$ cat src/rtl/safety_core_obi_arb.sv
// Two-to-one OBI arbiter: round-robin instr/data onto one shared memory port,
// with an in-order ID FIFO that routes each response back to its requester.
module safety_core_obi_arb #(
  parameter int MaxTrans  = 2,
  parameter int AddrWidth = 32,
  parameter int DataWidth = 32
) (
  input  logic                   clk_i,
  input  logic                   rst_ni,
  input  logic                   instr_req_i,
  input  logic [AddrWidth-1:0]   instr_addr_i,
  output logic                   instr_gnt_o,
  output logic                   instr_rvalid_o,
  output logic [DataWidth-1:0]   instr_rdata_o,
  output logic                   instr_err_o,
  input  logic                   data_req_i,
  input  logic                   data_we_i,
  input  logic [DataWidth/8-1:0] data_be_i,
  input  logic [AddrWidth-1:0]   data_addr_i,
  input  logic [DataWidth-1:0]   data_wdata_i,
  output logic                   data_gnt_o,
  output logic                   data_rvalid_o,
  output logic [DataWidth-1:0]   data_rdata_o,
  output logic                   data_err_o,
  output logic                   mem_req_o,
  output logic                   mem_we_o,
  output logic [DataWidth/8-1:0] mem_be_o,
  output logic [AddrWidth-1:0]   mem_addr_o,
  output logic [DataWidth-1:0]   mem_wdata_o,
  input  logic                   mem_gnt_i,
  input  logic                   mem_rvalid_i,
  input  logic [DataWidth-1:0]   mem_rdata_i,
  input  logic                   mem_err_i,
  output logic                   busy_o,
  output logic                   protocol_err_o
);

  localparam int BeWidth  = DataWidth / 8;
  localparam int CntWidth = $clog2(MaxTrans + 1);
  localparam int PtrWidth = (MaxTrans > 1) ? $clog2(MaxTrans) : 1;

  logic                rr_q, rr_d;
  logic                lock_q, lock_d;
  logic                lock_src_q, lock_src_d;
  logic [MaxTrans-1:0] fifo_q, fifo_d;
  logic [PtrWidth-1:0] wr_ptr_q, wr_ptr_d;
  logic [PtrWidth-1:0] rd_ptr_q, rd_ptr_d;
  logic [CntWidth-1:0] cnt_q, cnt_d;
  logic                perr_q, perr_d;

  logic sel_src, sel_req, full, empty, fwd_req, push, pop, head_src;

  function automatic logic [PtrWidth-1:0] ptr_inc(input logic [PtrWidth-1:0] p);
    if (p == PtrWidth'(MaxTrans - 1)) begin
      ptr_inc = {PtrWidth{1'b0}};
    end else begin
      ptr_inc = p + PtrWidth'(1);
    end
  endfunction

  // A locked selection wins so a stalled address stays stable until granted.
  always_comb begin
    sel_src = 1'b0;
    if (lock_q) begin
      sel_src = lock_src_q;
    end else if (instr_req_i && data_req_i) begin
      sel_src = ~rr_q;
    end else if (data_req_i) begin
      sel_src = 1'b1;
    end else begin
      sel_src = 1'b0;
    end
  end

  assign full     = (cnt_q == CntWidth'(MaxTrans));
  assign empty    = (cnt_q == {CntWidth{1'b0}});
  assign sel_req  = sel_src ? data_req_i : instr_req_i;
  assign fwd_req  = rst_ni & sel_req & ~full;
  assign push     = fwd_req & mem_gnt_i;
  assign pop      = rst_ni & mem_rvalid_i & ~empty;
  assign head_src = fifo_q[rd_ptr_q];

  assign mem_req_o   = fwd_req;
  assign mem_addr_o  = sel_src ? data_addr_i : instr_addr_i;
  assign mem_we_o    = sel_src & data_we_i;
  assign mem_be_o    = sel_src ? data_be_i : {BeWidth{1'b1}};
  assign mem_wdata_o = sel_src ? data_wdata_i : {DataWidth{1'b0}};

  assign instr_gnt_o    = push & ~sel_src;
  assign data_gnt_o     = push & sel_src;
  assign instr_rvalid_o = pop & ~head_src;
  assign data_rvalid_o  = pop & head_src;
  assign instr_rdata_o  = mem_rdata_i;
  assign data_rdata_o   = mem_rdata_i;
  assign instr_err_o    = mem_err_i;
  assign data_err_o     = mem_err_i;
  assign busy_o         = rst_ni & ~empty;
  assign protocol_err_o = rst_ni & perr_q;

  // Arbitration, lock and ID FIFO next state.
  always_comb begin
    rr_d       = rr_q;
    lock_d     = lock_q;
    lock_src_d = lock_src_q;
    fifo_d     = fifo_q;
    wr_ptr_d   = wr_ptr_q;
    rd_ptr_d   = rd_ptr_q;
    cnt_d      = cnt_q;
    perr_d     = perr_q;
    if (push) begin
      rr_d             = sel_src;
      lock_d           = 1'b0;
      fifo_d[wr_ptr_q] = sel_src;
      wr_ptr_d         = ptr_inc(wr_ptr_q);
    end else if (fwd_req) begin
      lock_d     = 1'b1;
      lock_src_d = sel_src;
    end else begin
      lock_d = lock_q;
    end
    if (pop) begin
      rd_ptr_d = ptr_inc(rd_ptr_q);
    end else begin
      rd_ptr_d = rd_ptr_q;
    end
    if (mem_rvalid_i && empty) begin
      perr_d = 1'b1;
    end else begin
      perr_d = perr_q;
    end
    case ({push, pop})
      2'b10:   cnt_d = cnt_q + CntWidth'(1);
      2'b01:   cnt_d = cnt_q - CntWidth'(1);
      default: cnt_d = cnt_q;
    endcase
  end

  // State registers with synchronous active-low reset.
  always_ff @(posedge clk_i) begin
    if (!rst_ni) begin
      rr_q       <= 1'b0;
      lock_q     <= 1'b0;
      lock_src_q <= 1'b0;
      fifo_q     <= {MaxTrans{1'b0}};
      wr_ptr_q   <= {PtrWidth{1'b0}};
      rd_ptr_q   <= {PtrWidth{1'b0}};
      cnt_q      <= {CntWidth{1'b0}};
      perr_q     <= 1'b0;
    end else begin
      rr_q       <= rr_d;
      lock_q     <= lock_d;
      lock_src_q <= lock_src_d;
      fifo_q     <= fifo_d;
      wr_ptr_q   <= wr_ptr_d;
      rd_ptr_q   <= rd_ptr_d;
      cnt_q      <= cnt_d;
      perr_q     <= perr_d;
    end
  end

endmodule

$ cat config.mk
export PLATFORM = sky130hd
export DESIGN_NAME = safety_core_obi_arb
export DESIGN_NICKNAME = d
export VERILOG_FILES = /design/src/rtl/safety_core_obi_arb.sv
export SDC_FILE = /design/constraint.sdc
export NUM_CORES = 1
export LEC_CHECK = 0
export BUFFER_PORTS_ARGS = -buffer_cell sky130_fd_sc_hd__buf_2
export CAP_MARGIN = 20
export CORE_AREA = 2 2 111 113
export CTS_BUF_LIST = sky130_fd_sc_hd__clkbuf_4 sky130_fd_sc_hd__clkbuf_8
export DETAILED_ROUTE_END_ITERATION = 10
export DIE_AREA = 0 0 113 115
export HOLD_SLACK_MARGIN = 0.02
export SYNTH_ARGS = -nofsm -noshare
export SYNTH_HDL_FRONTEND = slang
export SYNTH_SLANG_ARGS = --single-unit
$ cat constraint.sdc
create_clock -name clk_i -period 3.2 [get_ports clk_i]
set_clock_uncertainty 0.2 [all_clocks]
set_input_delay 0.32 -clock clk_i [delete_from_list [all_inputs] [get_ports clk_i]]
set_output_delay 0.32 -clock clk_i [all_outputs]
set_load 0.02 [all_outputs]
==> impl.org <==
** Run status
- Violated checks :: DRC
- Run status :: finished, violations left

** Flow run
- Max-cap violations in this run came to 0.

** Critical path
- The worst setup path is launched from a register.
- Along the worst path, the maximum fanout reaches 46.
- Critical Path AT :: around 2.0 ns
- The worst setup path is captured at a primary output.
- Required time of the worst setup path :: about 2.7 ns
- The worst setup path is of the register to primary output kind.
- Cell breakdown of the critical path :: nor2b_1 -> a22oi_2 -> buf_4 -> mux2_2 -> buf_2
- The worst register-to-register path begins at lock_q.
- Delay of the slowest cell on the worst path :: 0.45 ns
- Internal reg-to-reg setup slack :: 0.88 ns
- The slowest stage of the critical path is the buf_4 cell.
- Worst Setup SP :: lock_q

** STA
- Setup total negative slack on the finished layout was measured at 0 ns.
- Final slew viol count :: 0
- The count of final hold-check violations was 0.
- RSZ-0062 raised after global routing :: false
- Worst slew margin relative to its limit :: 66.4%
- Min cycle time layout :: 2.48 ns
- Maximum clock rate :: 403 MHz
- Setup violations remaining at the end of the flow were counted as 0.
- Final cycle utilization of the critical path :: 77.5%
- Across all setup checks in the final design, the least slack found is 0.719 ns.
- Least-Margin Pin Slew :: between 0.5 and 0.6 ns

** Final layout
- Leaving out fill and tap cells, the most frequent cell in the layout is buf_2.
- In the layout the commonest cells are 182 x buf_2, 34 x nor2b_1, 32 x mux2_2.
- Growth of design area from synthesis to finish :: 37.4%
- Antenna cell count :: 0
- Cells with a size suffix above 1 make up around three quarters of the layout.
- Final core area utilization :: 19.2%
- Number of nets in the layout :: roughly 460

** Place
- OpenSTA, run right after detailed placement, puts the worst setup slack at roughly 0.89 ns.
- The wire-length estimate of the detail-placed layout is just under 5 mm.
- The count of buffers added on input and output ports is roughly 180.
- At the end of routability-driven placement, the weighted congestion stood at 0.711.

** Global route
- Entering global routing, the biggest net connects 47 pins.
- Tot GR Track Use :: a little under 7%
- After global routing the overflow that remains totals 0.
- First-pass GRT wire length :: about 7 mm
- The via count of the first global-routing pass is 1396.
- Initial antenna violation count :: 0

** Synth
- Summing the areas of all xor and xnor instances in the mapped netlist gives 1.59% of the synthesized area.
- Share of cell area taken by muxes after synthesis :: between 20% and 30%
- Share of the synthesized area in compound gates (AO/OA/AOI/OAI) :: 6.14%
- The Yosys step of the flow raised 0 warnings.
- Counting every net in the synthesized netlist gives 340.
- Portion of the post-synthesis area used by sequential elements :: 12.1%
- Netlist Area Pre-Place :: around 1700 um2
- Post-synthesis share of cell area spent on full adders, half adders and majority gates :: 0.758%
- The synthesized design contains 10 register bits.
- Mean Syn Cell Area :: 8.29 um2
- Yosys mapped the design onto 33 distinct sky130hd cell types.
- Gate count after technology mapping :: 199
- Simple logic cell fraction of the synthesized area :: 21.5%
- By area, the combinational part of the netlist is dominated by buffers and inverters.

** Clocking
- In this run the number of H-tree levels came out at 1.
- CTS tree :: done
- For this design, the CTS-stage hold fixing added 0 buffers.
- The tree built by TritonCTS fans out to 10 sinks.
- Clock tree synthesis inserted a total of 3 buffers.
- Post-CTS timing repair inserted 0 buffers for setup.
- Root cell of the clock tree :: clkbuf_8
- Skew-Pair Late Insertion Delay :: 0.23 ns
- The number of gates resized after CTS was 0.
- Maximum count of clock buffers along a single path :: 2
- Clock-pin slew on the worst setup and hold paths :: 0.05 ns

** Die
- The die covers 13000 um2.
- In this run the horizontal extent of the chip is between 100 and 150 um.
- Pin placement for this block handled 282 I/O pins.
- Height of the chip :: 115 um
- Core ar. :: 11800 um2
- Starting density of the core :: 14.0%
- The floorplan has 40 rows.

** Routing
- Dividing the detail-routed via count by the number of cells gives 3.68.
- In the routed design, unresolved DRC markers number 18.
- Count of antenna-violating nets left after detailed routing :: 0
- The routed layout has 1691 vias.
- Drt total wl :: about 5.5 mm
- First-iteration detailed-routing DRC count :: 73
- In the final routed layout, each cell accounts on average for 11.9 um.
- For this run, the detailed router's first-pass iteration total came to 7.

** Power
- Switching share of power :: 41.4%
- Share of total power in sequential cells :: a little over a fifth
- Overall power of the completed layout :: 679 uW
- P_leak :: 1.21 nW
- Switching power summed over all nets :: 281 uW
- The clock network burns 19.2% of the power.
- The internal power of the cells totals between 300 and 400 uW.
- Comb power frac :: 59.7%
- Worst vdd rail ir drop :: 0.0976 mV
- Power per standard cell area :: 299 nW/um2

** Min path
- Worst hold path startpoint :: mem_rvalid_i
- Worst hold path class :: input pin to register
[cell usage after synthesis (all sizes together)]
| cell type | count | share of area (%) |
|---|---|---|
| and3 | 2 | 1.1 |
| mux2i | 3 | 1.8 |
| xnor2 | 1 | 0.53 |
| o211ai | 1 | 0.46 |
| nor2b | 34 | 13 |
| o211a | 1 | 0.61 |
| clkbuf | 3 | 0.68 |
| or2 | 4 | 1.5 |
| inv | 4 | 0.91 |
| nor3 | 1 | 0.61 |
| nand2b | 2 | 0.76 |
| a22oi | 1 | 0.76 |
| nand2 | 5 | 1.1 |
| dfxtp | 10 | 12 |
| or3 | 2 | 1.1 |
| mux2 | 33 | 23 |
| nor2 | 6 | 1.4 |
| o21a | 1 | 0.46 |
| and2 | 1 | 0.38 |
| o21ai | 2 | 0.61 |
| ha | 1 | 0.76 |
| a21oi | 4 | 1.2 |
| nand3b | 1 | 0.46 |
| nand3 | 1 | 0.30 |
| xor2 | 2 | 1.1 |
| o2111ai | 1 | 1.6 |
| buf | 71 | 32 |
| o31ai | 1 | 0.46 |
[worst paths after layout]
| path | end | cells past startpoint |
|---|---|---|
| max reg2reg | cnt_q[1] | 7 |
| min reg2reg | fifo_q[0] | 2 |
| min | perr_q | 3 |
| max | mem_addr_o[3] | 5 |
[final cells by class]
type                    instances  area [um2]
flip-flops and latches         10         200
inverters                       4        15.0
repair buffers                184         926
clock buffers                   3        41.3
fillers                      1314        9540
multi-input cells             111         901
well taps                     147         184
[per-layer routing]
| layer | vias up | track usage [%] | part of all wire (%) | routed length (um) |
|---|---|---|---|---|
| met1 | 727 | 8.75 | 39 | 2120 |
| li1 | 811 | - | - | - |
| met4 | 0 | 2.52 | 2.1 | 115 |
| met2 | 137 | 9.34 | 43 | 2370 |
| met3 | 16 | 3.90 | 16 | 850 |
| met5 | - | 0 | 0 | 0 |
[power groups by stage]
stage	logic [mW]	clock network (mW)	registers, mW
after floorplan	0.373	0	0.144
after CTS	0.407	0.132	0.144
after global placement	0.405	0	0.146
after global routing	0.433	0.141	0.146
after detailed placement	0.406	0	0.146
final	0.405	0.130	0.144
[logic make-up (layout without fill, tap and decap cells)]
family	after synthesis	count (layout)
adders and majority gates	1	1
buffers and inverters	78	191
xor gates and xnor gates	3	3
and+or+nand+nor	59	59
AOI/OAI and AO/OA	12	12
muxes	36	36
DFF	10	10
[sequential cells by signal, indices dropped and copies added (netlist names)]
name        flops
rr_q            1
rd_ptr_q        1
wr_ptr_q        1
perr_q          1
lock_q          1
cnt_q           2
fifo_q          2
lock_src_q      1
[worst max-delay path, delay by kind of cell (launching register included)]
| kind | cells | cell delay (ns) |
|---|---|---|
| compound gates | 1 | 0.14 |
| mux | 1 | 0.44 |
| flops | 1 | 0.42 |
| simple gates | 1 | 0.09 |
| buf+inv | 2 | 0.62 |
[stage by stage]
step | hold slack (ns) | area [um2] | std cells
after CTS | 0.138 | 2270 | 459
after detailed placement | 0.262 | 2230 | 456
final | 0.137 | 2270 | 459
after global routing | 0.159 | 2270 | 459
after floorplan | 0.223 | 1650 | 199
after global placement | 0.253 | 2230 | 456
Note: power is estimated with default switching activity, not from simulation.
